**config.mk**
```make
export PLATFORM = sky130hd
export DESIGN_NAME = jzjpcc_mem_access_unit
export DESIGN_NICKNAME = d
export VERILOG_FILES = /design/src/rtl/jzjpcc_mem_access_unit.sv
export SDC_FILE = /design/constraint.sdc
export NUM_CORES = 1
export LEC_CHECK = 0
export ABC_AREA = 1
export CORE_MARGIN = 4
export CORE_UTILIZATION = 49
export CTS_CLUSTER_DIAMETER = 80
export CTS_CLUSTER_SIZE = 24
export DETAILED_ROUTE_END_ITERATION = 7
export GPL_TIMING_DRIVEN = 0
export PLACE_DENSITY_LB_ADDON = 0.1
export RECOVER_POWER = 100
export SLEW_MARGIN = 20
export SYNTH_ARGS = -nofsm -noshare
export SYNTH_HDL_FRONTEND = slang
export SYNTH_SLANG_ARGS = --single-unit
```
**constraint.sdc**
```tcl
create_clock -name clock -period 7.4 [get_ports clock]
set_input_delay 1.48 -clock clock [delete_from_list [all_inputs] [get_ports clock]]
set_output_delay 1.48 -clock clock [all_outputs]
set_load 0.03 [all_outputs]
```
**src/rtl/jzjpcc_mem_access_unit.sv**
```systemverilog
// Memory stage: EX/MEM register, data-memory req/ready port, load align/extend, writeback register.
// Latency: capture -> request next cycle -> writeback valid the cycle after dmemReady (2 cycles minimum).
// Backpressure: memStall holds upstream while a request is outstanding; a watchdog aborts stuck requests.
module jzjpcc_mem_access_unit #(
  parameter int MAX_WAIT = 255
) (
  input  logic        clock,
  input  logic        reset,
  input  logic        valid_execute,
  input  logic        memRead_execute,
  input  logic        memWrite_execute,
  input  logic [2:0]  funct3_execute,
  input  logic [1:0]  byteOffset_execute,
  input  logic [29:0] memAddress_execute,
  input  logic [3:0]  memByteMask_execute,
  input  logic [31:0] memDataToWrite_execute,
  input  logic [4:0]  rdAddress_execute,
  output logic        memStall,
  output logic        dmemReq,
  output logic        dmemWriteEnable,
  output logic [29:0] dmemAddress,
  output logic [3:0]  dmemByteMask,
  output logic [31:0] dmemWriteData,
  input  logic        dmemReady,
  input  logic [31:0] dmemReadData,
  output logic [31:0] loadResult_writeback,
  output logic [4:0]  rdAddress_writeback,
  output logic        loadValid_writeback,
  output logic        misaligned,
  output logic        illegalAccess,
  output logic        busError
);

  localparam logic [15:0] MAX_WAIT_C = 16'(MAX_WAIT);

  typedef enum logic {IDLE = 1'b0, REQ = 1'b1} state_t;

  state_t state, state_next;

  // EX/MEM register
  logic [29:0] exm_addr;
  logic [3:0]  exm_mask;
  logic [31:0] exm_wdata;
  logic        exm_read;
  logic        exm_write;
  logic [2:0]  exm_funct3;
  logic [1:0]  exm_offset;
  logic [4:0]  exm_rd;

  logic [15:0] wait_cnt;

  logic        capture;
  logic        bad_funct3;
  logic        bad_align;
  logic        access_ok;
  logic        complete;
  logic        abort;
  logic [7:0]  ld_byte;
  logic [15:0] ld_half;
  logic [31:0] ld_value;

  // Decode the incoming access: capture condition and the illegal/misaligned checks on raw execute inputs
  always_comb begin
    capture    = ~memStall & valid_execute & (memRead_execute | memWrite_execute);
    bad_funct3 = (funct3_execute == 3'b011) || (funct3_execute == 3'b110) ||
                 (funct3_execute == 3'b111) || (memWrite_execute && funct3_execute[2]);
    bad_align  = ((funct3_execute[1:0] == 2'b01) && byteOffset_execute[0]) ||
                 ((funct3_execute[1:0] == 2'b10) && (byteOffset_execute != 2'b00));
    // An undefined funct3 is reported as illegal even if its offset would also be misaligned
    access_ok  = capture & ~bad_funct3 & ~bad_align;
  end

  // Handshake events: completion on ready, abort once the counter has hit the limit with no ready
  always_comb begin
    complete = (state == REQ) & dmemReady;
    abort    = (state == REQ) & ~dmemReady & (wait_cnt == MAX_WAIT_C);
  end

  // FSM state register
  always_ff @(posedge clock or posedge reset) begin
    if (reset) state <= IDLE;
    else       state <= state_next;
  end

  // FSM next-state logic; a completing request may chain straight into the next one
  always_comb begin
    state_next = state;
    case (state)
      IDLE: state_next = access_ok ? REQ : IDLE;
      REQ: begin
        if (dmemReady)  state_next = access_ok ? REQ : IDLE;
        else if (abort) state_next = IDLE;
        else            state_next = REQ;
      end
      default: state_next = IDLE;
    endcase
  end

  // FSM outputs: request straight from the state register, stall released combinationally by ready
  always_comb begin
    dmemReq         = (state == REQ);
    memStall        = (state == REQ) & ~dmemReady;
    dmemWriteEnable = (state == REQ) & exm_write;
    dmemAddress     = exm_addr;
    dmemByteMask    = exm_mask;
    dmemWriteData   = exm_wdata;
  end

  // EX/MEM register: loads on every capture, including rejected ones (they never raise a request)
  always_ff @(posedge clock or posedge reset) begin
    if (reset) begin
      exm_addr   <= '0;
      exm_mask   <= '0;
      exm_wdata  <= '0;
      exm_read   <= 1'b0;
      exm_write  <= 1'b0;
      exm_funct3 <= '0;
      exm_offset <= '0;
      exm_rd     <= '0;
    end else if (capture) begin
      exm_addr   <= memAddress_execute;
      exm_mask   <= memByteMask_execute;
      exm_wdata  <= memDataToWrite_execute;
      exm_read   <= memRead_execute;
      exm_write  <= memWrite_execute;
      exm_funct3 <= funct3_execute;
      exm_offset <= byteOffset_execute;
      exm_rd     <= rdAddress_execute;
    end
  end

  // Watchdog: counts stalled REQ cycles, cleared on completion, abort, or outside REQ
  always_ff @(posedge clock or posedge reset) begin
    if (reset)                                      wait_cnt <= '0;
    else if ((state == REQ) && !dmemReady && !abort) wait_cnt <= wait_cnt + 16'd1;
    else                                            wait_cnt <= '0;
  end

  // Load alignment and extension using the registered byte offset and funct3
  always_comb begin
    case (exm_offset)
      2'd0:    ld_byte = dmemReadData[7:0];
      2'd1:    ld_byte = dmemReadData[15:8];
      2'd2:    ld_byte = dmemReadData[23:16];
      default: ld_byte = dmemReadData[31:24];
    endcase
    ld_half = exm_offset[1] ? dmemReadData[31:16] : dmemReadData[15:0];
    case (exm_funct3)
      3'b000:  ld_value = {{24{ld_byte[7]}}, ld_byte};
      3'b100:  ld_value = {24'd0, ld_byte};
      3'b001:  ld_value = {{16{ld_half[15]}}, ld_half};
      3'b101:  ld_value = {16'd0, ld_half};
      default: ld_value = dmemReadData;
    endcase
  end

  // Writeback register: valid only for the cycle after a load completes; data and rd hold otherwise
  always_ff @(posedge clock or posedge reset) begin
    if (reset) begin
      loadResult_writeback <= '0;
      rdAddress_writeback  <= '0;
      loadValid_writeback  <= 1'b0;
    end else if (complete && exm_read && !exm_write) begin
      loadResult_writeback <= ld_value;
      rdAddress_writeback  <= exm_rd;
      loadValid_writeback  <= 1'b1;
    end else begin
      loadValid_writeback  <= 1'b0;
    end
  end

  // Single-cycle error pulses
  always_ff @(posedge clock or posedge reset) begin
    if (reset) begin
      misaligned    <= 1'b0;
      illegalAccess <= 1'b0;
      busError      <= 1'b0;
    end else begin
      misaligned    <= capture & ~bad_funct3 & bad_align;
      illegalAccess <= capture & bad_funct3;
      busError      <= abort;
    end
  end

endmodule

```
* Word level (Yosys, flattened, before mapping)
Cells that the tools add are included.
** Word-level totals
- Register bits after elaboration :: 136
- Input bits :: 114
- Output and inout port bits :: 110
- Logic and storage cells :: 70
** Operators by class
- Add/subtract/negate cells :: 1
- Equality and inequality tests :: 11
- Mux-type cells :: 9
- Bitwise operators :: 16
- Reductions and logical operators :: 17
** Operator list (number)
- $pmux W32 S4 :: 1
- $mux W16 :: 2
- $pmux W8 S3 :: 1
- $add A16 B1 Y16 const B :: 1
- $eq A16 B8 Y1 const B :: 1
- $eq A3 B3 Y1 const B :: 4
- $and A1 B1 Y1 :: 10
- $logic_and A1 B1 Y1 :: 7
- $not A1 Y1 :: 5
- $eq A2 B1 Y1 const B :: 2
- $eq A2 B2 Y1 const B :: 2
- $logic_or A1 B1 Y1 :: 4
- $mux W1 :: 4
- $eq A3 B1 Y1 const B :: 1
- $eq A3 B2 Y1 const B :: 1
- $logic_not A1 Y1 :: 3
- $logic_not A3 Y1 :: 1
- $logic_not A2 Y1 :: 1
- $pmux W1 S2 :: 1
- $reduce_bool A2 Y1 :: 1
- $or A1 B1 Y1 :: 1

* Longest topological paths before layout
Gate-level depths: netlist (run 1).
- Depth after elaboration :: 10
- Gate-level depth with buffers :: 9
- Gate-level depth less buffers :: 8

* Least setup slack after synthesis (run 1)
OpenSTA, ideal clock, no wires.
- Path kind :: in2out
- Start point :: input dmemReady
- End point :: output memStall
- Data arrival time :: 1.720 ns
- Data required time :: 5.920 ns
- Slack :: 4.200 ns
- Cell stages on the path :: 1
- Cell sequence :: nor2_4
** On the way
- Longest elaborated chain between the ends :: 2
** Ends and longest elaborated chain
- start: declaration :: line 24 : input logic dmemReady,
- $not A1 Y1 :: line 102 : memStall = (state == REQ) & ~dmemReady;
- $and A1 B1 Y1 :: line 102
- end: declaration :: line 18 : output logic memStall,
No other way between the ends.

* Worst setup path in the final report (run 1)
Ends and elaborated chain as after synthesis.

==> results.toml, run 1 <==
[outcome]
status = "complete, but fails checks"
violations = "capacitance limit, slew limit"

[timing]
relSlewSlack_pct = -98.7
report.final.slew_viol_count = 65
rsz0062_at_grt = "no"
tns_ns = 0
hold_viol_final = 0
tightestPinTransition_ns = 2.96
fin_skew_ns = 0.00474
fmax_ghz = 0.218
min_period_ns = 4.59
finalSetupViolCount = 0
fin_crit_sh_pct = 62.1

[logic_synthesis]
synth_compound_area_share_pct = 5.96
ys_types = 28
synth_fa_ha_area_share_pct = 0.200
synthMuxAreaShare_pct = 0
synth-xor-area-share_pct = 0.841
synth_top_area_share_pct = 54.4
seq_area_frac_synth_pct = 54.4
synth_nets = 911
synthSimpleGateAreaFrac_pct = 31.1
synth_top_family_by_area = "simple AND/OR/NAND/NOR gates"
syn-instance-count = 796
yosysTopAreaCell = "dfrtp_1"
synth_area_per_cell_um2 = 7.85
ys_warn_count = 0
synth_top_cells_by_area = "dfrtp_1 54%, nand2_1 20%, inv_1 4.3%, nand3_1 3.6%, nor2_1 3.1%"
syn_area_um2 = 6250
synth-seq-cells = 136

[worst_hold_path]
min_path_cells = 2
min_from = "dmemByteMask[0]"
hold_end = "dmemByteMask[0]"
hold_path_class = "flip-flop to flip-flop"

[drt]
first_iter_violations = 429
ant_nets = 0
drcViolationCount = 0
wirelength_mm = 18.4
vias = 5872
viasPerCell = 4.80
wire_per_inst_um = 15.0
drtPass1Iterations = 6

[cts]
cts_resized = 0
root_buffer = "clkbuf_16"
clockBufferDepth = 2
clk_pin_slew_ns = 0.06
ctsHoldBuffers = 0
htree_levels = 4
cts_tree = "yes"
cts.sinks = 136
insertion_delay_ns = 0.42
cts_setup_buffers = 0
tritoncts.num_buffers = 17

[finish]
seq_area_um2 = 3400
syn_to_final_growth_pct = 48.3
fin_cells = 1223
n_fill_cell = 956
fin_util_pct = 73.8
multi_input_area_um2 = 2360
final_nets = 1154
diodes = 0
drive_above_1_share_pct = 6.66

[grt]
grt_start_max_net_pins = 73
antenna_found_initial = 0
grt_overflow = 0
grt_pass1_wl_mm = 29.6
grt_use_total_pct = 26.2
grt_pass1_vias = 5914

[setup_path]
crit_path_top_delay_cell = "dlygate4sd3_1"
end_kind = "output pin"
rrSetupSlack_ns = 5.26
crit_type = "input port to output pin"
r2r-start = "dmemReq"
worst-path-buf-inv = 2
worstRegToRegCells = 8
worst_path_most_repeated_cell = "dlygate4sd3_1"
crit_fanout = 5
crit_family = "buffers and inverters"
max_stage_delay_ns = 0.79
cp-start-kind = "input port"
path_cells = "dlygate4sd3_1 > nor2_1 > dlygate4sd3_1"
rr_endpoint = "exm_rd[4]"
worstPathRequired_ns = 5.92
arrival_ns = 3.11

[placement]
io_buffers = 223
place_inst = 1192
hpwl_mm = 13.6
place.gp.congestion = 0.941

[floorplanning]
rows = 41
core_um2 = 12600
die_y_um = 121
initial_core_util_pct = 49.7
pin_count = 224
die_w_um = 121
die-area_um2 = 14600

[pwr]
power.leakage_nw = 4.73
p_per_area_nw_per_um2 = 307
max-vdd-ir-drop_mv = 0.201

[run]
drv_cap = 1
## logic make-up after synthesis
family | Yosys count
XOR/XNOR | 6
adder cells (fa/ha/maj) | 1
flip-flops | 136
AO/OA/AOI/OAI | 68
buffers and inverters | 113
AND/OR/NAND/NOR | 472
## how the worst max path moves through the flow
stage | cells past startpoint | slack, ns | start | endpoint
finish | 3 | 2.81 | dmemReady | memStall
global route | 3 | 2.75 | dmemReady | memStall
CTS | 3 | 3.04 | dmemReady | memStall
detailed placement | 3 | 3.03 | dmemReady | memStall
global placement | 2 | 0.37 | reset | loadResult_writeback[9]
floorplan | 1 | 2.28 | reset | busError
## stage by stage
| step | hold WS, ns | area, µm² | worst slack [ns] | power, mW |
|---|---|---|---|---|
| 2_1_floorplan | 0.442 | 6250 | 2.28 | 1.60 |
| 3_3_place_gp | 0.461 | 8700 | 0.368 | 2.06 |
| 3_5_place_dp | 0.464 | 8730 | 3.03 | 2.08 |
| 4_1_cts | 0.479 | 9330 | 3.04 | 2.93 |
| 5_1_grt | 0.489 | 9270 | 2.75 | 2.99 |
| 6_report | 0.469 | 9270 | 2.81 | 2.84 |
## registers in the layout, summed over array words and instances, names as in the netlist
name                  count
wait_cnt                 16
loadValid_writeback       1
misaligned                1
exm_rd                    5
rdAddress_writeback       5
dmemByteMask              4
illegalAccess             1
exm_write                 1
exm_read                  1
exm_offset                2
loadResult_writeback     32
exm_funct3                3
busError                  1
dmemAddress              30
dmemReq                   1
dmemWriteData            32
## worst register-to-register path, delay by kind of cell (launching register included)
kind          cells  cell delay, ns
buf+inv           4            1.05
simple gates      4            0.62
flops             1            0.41
## cells in the mapped netlist
cell type / n
nor2_1: 51
xnor2_1: 1
nand3_1: 45
a21o_1: 7
or2_2: 12
nand3_2: 1
inv_1: 71
or2_1: 12
nand2_1: 339
o21ai_1: 6
a21oi_1: 32
nand4_1: 2
o22ai_1: 2
nor2_2: 4
ha_1: 1
buf_2: 21
xor2_1: 5
and2_1: 1
clkbuf_1: 6
buf_4: 5
o211ai_1: 4
dfrtp_1: 136
nand2_2: 2
o21ai_0: 16
inv_2: 10
nand4_2: 2
o21bai_1: 1
nor2_4: 1
## layout make-up
type	count	area share (%)
multi-input cells	547	25.5
repair buffers	224	24.4
inverters	81	3.29
plain buffers	32	1.47
clock buffers	23	5.37
flip-flops and latches	136	36.7
clock inverters	8	1.01
well taps	172	2.32
## per-layer routing
layer | vias up | share of wire, % | track usage, %
met3 | 34 | 11 | 11.7
li1 | 2928 | - | -
met2 | 232 | 48 | 42.7
met1 | 2678 | 39 | 30.6
met4 | 0 | 2.3 | 9.70
met5 | - | 0 | 0
## where the power goes
part	switching, mW	internal [mW]
clock	0.311	0.536
combinational	0.610	0.387
sequential	0.0882	0.910
## layout by cell type (no fill, tap or decap), types with 2 or more instances in the layout
cell	count
nand2_1	341
dfrtp_1	136
o21ai_0	21
or2_2	12
dlygate4sd3_1	112
a21o_1	7
a21oi_1	32
o211ai_1	4
clkdlybuf4s50_1	111
nand3_1	45
or2_1	12
inv_1	73
clkbuf_16	17
nand4_1	3
nor2_2	4
nor2_1	52
buf_2	13
clkbuf_1	20
bufinv_16	2
o22ai_1	2
clkbuf_8	5
inv_2	7
xor2_1	5
clkinv_2	5
Note: power is estimated with default switching activity, not from simulation.
==> run 2: changes to the inputs <==
--- a/config.mk
+++ b/config.mk
@@ -7,7 +7,7 @@
 export LEC_CHECK = 0
 export ABC_AREA = 1
 export CORE_MARGIN = 4
-export CORE_UTILIZATION = 49
+export CORE_UTILIZATION = 45
 export CTS_CLUSTER_DIAMETER = 80
 export CTS_CLUSTER_SIZE = 24
 export DETAILED_ROUTE_END_ITERATION = 7
==> constraint.sdc (replaced) <==
create_clock -name clock -period 4.8 [get_ports clock]
set_input_delay 0.96 -clock clock [delete_from_list [all_inputs] [get_ports clock]]
set_output_delay 0.96 -clock clock [all_outputs]
set_load 0.03 [all_outputs]
==> run 2 against run 1 <==
Net effect:
- the run now ends clean
- final cell count up 0.49%
- register-to-register slack got worse by 2.7 ns
- sequential share of layout area about the same
- global-route usage is 2.5 points lower
- non-clock buffer count unchanged
- hold slack improved by 0.0013 ns
- clock-buffer cell count is 5 lower
- first-iteration DRC count is 13% lower
- clock power rose by 53%
- combinational power is 54% higher
- critical path type unchanged
==> results.toml, run 2 (synthesis gave the netlist of run 1 again) <==
[grt]
grt_use_total_pct = 23.7
grt_pass1_wl_mm = 29.8
grt_pass1_vias = 5936
antenna_found_initial = 0
grt_overflow = 0
grt_start_max_net_pins = 78

[run]
drv_cap = 0

[setup_path]
arrival_ns = 2.67
rrSetupSlack_ns = 2.58
r2r-start = "dmemReq"
worstRegToRegCells = 8
crit_type = "input port to output pin"
rr_endpoint = "dmemWriteData[11]"
worstPathRequired_ns = 3.84
cp-start-kind = "input port"
end_kind = "output pin"
crit_fanout = 5

[floorplanning]
pin_count = 224
initial_core_util_pct = 46.7
die_w_um = 126
core_um2 = 13400
die_y_um = 126
rows = 42
die-area_um2 = 15800

[finish]
seq_area_um2 = 3400
n_fill_cell = 1110
final_nets = 1154
final_common_cell = "nand2_1"
final_cell_mix = "341 x nand2_1, 136 x dfrtp_1, 112 x dlygate4sd3_1"
multi_input_area_um2 = 2360
fin_util_pct = 69.1
drive_above_1_share_pct = 6.84
syn_to_final_growth_pct = 48.1

[cts]
tritoncts.num_buffers = 17
clk_pin_slew_ns = 0.06
htree_levels = 4
cts_tree = "yes"
root_buffer = "clkbuf_16"
ctsHoldBuffers = 0
clockBufferDepth = 2
cts.sinks = 136
insertion_delay_ns = 0.43
cts_setup_buffers = 0
cts_resized = 0

[pwr]
p_per_area_nw_per_um2 = 472
power.total_mw = 4.37
power.leakage_nw = 4.71
max-vdd-ir-drop_mv = 0.260

[drt]
drcViolationCount = 0
first_iter_violations = 372
drtPass1Iterations = 4
viasPerCell = 4.73
ant_nets = 0
vias = 5808
wire_per_inst_um = 14.9
wirelength_mm = 18.3

[outcome]
status = "complete, no violations"

[timing]
fin_skew_ns = 0.0136
relSlewSlack_pct = 2.49
whs_ns = 0.471
min_period_ns = 3.63
fin_ws_ns = 1.17
rsz0062_at_grt = "no"
finalSetupViolCount = 0
report.final.slew_viol_count = 0
tns_ns = 0
hold_viol_final = 0
fmax_ghz = 0.275
fin_crit_sh_pct = 75.7
tightestPinTransition_ns = 1.46

[placement]
io_buffers = 223
dp_slack_ns = 1.42
place.gp.congestion = 0.859
hpwl_mm = 13.7

[worst_hold_path]
hold_end = "dmemWriteData[27]"
min_path_cells = 2
hold_path_class = "flip-flop to flip-flop"
min_from = "dmemWriteData[27]"
[run 2: final cells by class]
type,count,share of cell area (%)
antenna,1,0.0270
inverter,81,3.36
sequential,136,36.8
buffer,32,1.47
multi-input combinational,547,25.5
timing repair buffer,224,24.2
tap,176,2.38
clock inverter,14,1.61
clock buffer,18,4.74
[run 2: per-layer routing]
metal	wire length [µm]	up-vias	global-route usage, %
met4	383	0	8.14
met2	8650	189	38.3
met3	1690	32	9.99
met1	7590	2662	28.8
met5	0	-	0
li1	-	2925	-
[run 2: how the worst max path moves through the flow]
stage	slack, ns	endpoint	from
after floorplan	0.20	busError	reset
after global placement	-1.76	loadResult_writeback[14]	reset
after detailed placement	1.42	memStall	dmemReady
after CTS	1.42	memStall	dmemReady
after global routing	1.09	memStall	dmemReady
final	1.17	memStall	dmemReady
[run 2: per-stage QoR]
| step | cells | cell area (µm²) |
|---|---|---|
| 6_report | 1229 | 9260 |
| 5_1_grt | 1228 | 9260 |
| 4_1_cts | 1228 | 9330 |
| 3_5_place_dp | 1196 | 8740 |
| 3_3_place_gp | 1195 | 8700 |
| 2_1_floorplan | 796 | 6250 |
[run 2: critical path, cell delays in order]
cell           delay, ns
dlygate4sd3_1       0.58
nor2_1              0.32
dlygate4sd3_1       0.81
[run 2: where the power goes]
group	internal, mW	switching (mW)	total [mW]
registers	1.40	0.130	1.53
clock network	0.781	0.522	1.30
logic	0.595	0.942	1.54
==> run 3: changes to the inputs <==
==> constraint.sdc (replaced) <==
create_clock -name clock -period 3.7 [get_ports clock]
set_input_delay 0.74 -clock clock [delete_from_list [all_inputs] [get_ports clock]]
set_output_delay 0.74 -clock clock [all_outputs]
set_load 0.03 [all_outputs]
==> run 3 against run 2 <==
Net effect:
- setup slack got worse by 0.65 ns
- clock skew decreased by 0.0059 ns
- register-to-register slack got worse by 1.0 ns
- power up 31%
- via count rose by 2.7%
- combinational power up 31%
- critical endpoint unchanged
- critical path depth unchanged
- routed wire length is 2.6% higher
- highest routed layer is now met5
- hold slack better by 0.0034 ns
==> results.toml, run 3 (synthesis gave the netlist of run 1 again) <==
[cts]
htree_levels = 4
tritoncts.num_buffers = 17
cts_tree = "yes"
cts_resized = 0
root_buffer = "clkbuf_16"
cts.sinks = 136
insertion_delay_ns = 0.41
ctsHoldBuffers = 0
cts_setup_buffers = 0
clk_pin_slew_ns = 0.06
clockBufferDepth = 2

[floorplanning]
rows = 42
die-area_um2 = 15800
initial_core_util_pct = 46.7
die_y_um = 126
pin_count = 224
core_um2 = 13400
die_w_um = 126

[drt]
drcViolationCount = 0
ant_nets = 0
drtPass1Iterations = 5
viasPerCell = 4.85
wire_per_inst_um = 15.3
vias = 5962
wirelength_mm = 18.8
first_iter_violations = 376

[timing]
min_period_ns = 3.18
fin_crit_sh_pct = 85.9
tightestPinTransition_ns = 0.997
fin_skew_ns = 0.00775
hold_viol_final = 0
report.final.slew_viol_count = 0
relSlewSlack_pct = 33.2
finalSetupViolCount = 0
rsz0062_at_grt = "no"
tns_ns = 0
fmax_ghz = 0.315

[placement]
hpwl_mm = 13.9
io_buffers = 223
place.gp.congestion = 0.885
place_inst = 1199

[pwr]
power.total_mw = 5.72
max-vdd-ir-drop_mv = 0.389
p_per_area_nw_per_um2 = 614
power.leakage_nw = 4.73

[setup_path]
worstPathRequired_ns = 2.96
crit_type = "input port to output pin"
rr_endpoint = "dmemWriteData[27]"
r2r-start = "dmemReq"
max_stage_delay_ns = 0.81
crit_path_top_delay_cell = "dlygate4sd3_1"
crit_fanout = 5
path_cells = "dlygate4sd3_1 > nor2_1 > dlygate4sd3_1"
rrSetupSlack_ns = 1.54
worstRegToRegCells = 8
cp-start-kind = "input port"
arrival_ns = 2.44
end_kind = "output pin"
worst_path_most_repeated_cell = "dlygate4sd3_1"

[grt]
grt_use_total_pct = 24.0
antenna_found_initial = 1
grt_overflow = 0
grt_pass1_wl_mm = 30.1
grt_pass1_vias = 6121
grt_start_max_net_pins = 35

[worst_hold_path]
hold_end = "dmemAddress[20]"
min_path_cells = 2
hold_path_class = "flip-flop to flip-flop"
min_from = "dmemAddress[20]"

[finish]
final_common_cell = "nand2_1"
final_nets = 1157
syn_to_final_growth_pct = 49.0
diodes = 0
drive_above_1_share_pct = 6.64
fin_util_pct = 69.5
final_cell_mix = "341 x nand2_1, 136 x dfrtp_1, 112 x dlygate4sd3_1"
n_fill_cell = 1107
fin_cells = 1230

[outcome]
status = "complete, no violations"

[run]
drv_cap = 0
-- run 3: changes by cell type in the layout (fill, tap and decap cells not counted), moves of 2 or more --
cell	change
clkinvlp_4	-2
clkbuf_1	+2
buf_12	+3
inv_8	-2
-- run 3: power breakdown --
| group | internal, mW | switching, mW |
|---|---|---|
| Clock | 1.08 | 0.648 |
| Sequential | 1.82 | 0.175 |
| Combinational | 0.778 | 1.23 |
| Total | 3.67 | 2.05 |
-- run 3: layout make-up --
cell class	count	area, µm²	share of cell area [%]
clock buffer	20	447	4.80
inverter	81	305	3.28
multi-input combinational	547	2360	25.3
buffer	32	136	1.46
timing repair buffer	227	2300	24.7
sequential	136	3400	36.5
clock inverter	11	148	1.58
tap	176	220	2.36
-- run 3: critical path, delay by kind of cell --
| kind | cells | cell delay, ns |
|---|---|---|
| AND/OR/NAND/NOR | 1 | 0.31 |
| buffers and inverters | 2 | 1.39 |
-- run 3: layer usage --
layer / GRT usage, % / vias up / wire (µm)
li1: - / 2932 / -
met5: 0 / - / 13
met3: 9.48 / 31 / 1780
met2: 39.5 / 226 / 8960
met4: 8.83 / 2 / 395
met1: 28.7 / 2771 / 7640
-- run 3: metrics by stage --
stage,instance area (µm²),hold WS [ns],setup slack (ns)
final,9320,0.474,0.521
after global routing,9320,0.489,0.443
after CTS,9380,0.481,0.782
after detailed placement,8790,0.464,0.789
after global placement,8710,0.462,-0.000331
after floorplan,6260,0.442,1.27
-- run 3: how the worst max path moves through the flow --
stage | end | depth (start not counted) | start
CTS | memStall | 3 | dmemReady
finish | memStall | 3 | dmemReady
global placement | wait_cnt[11] | 2 | reset
floorplan | busError | 1 | reset
detailed placement | memStall | 3 | dmemReady
global route | memStall | 3 | dmemReady
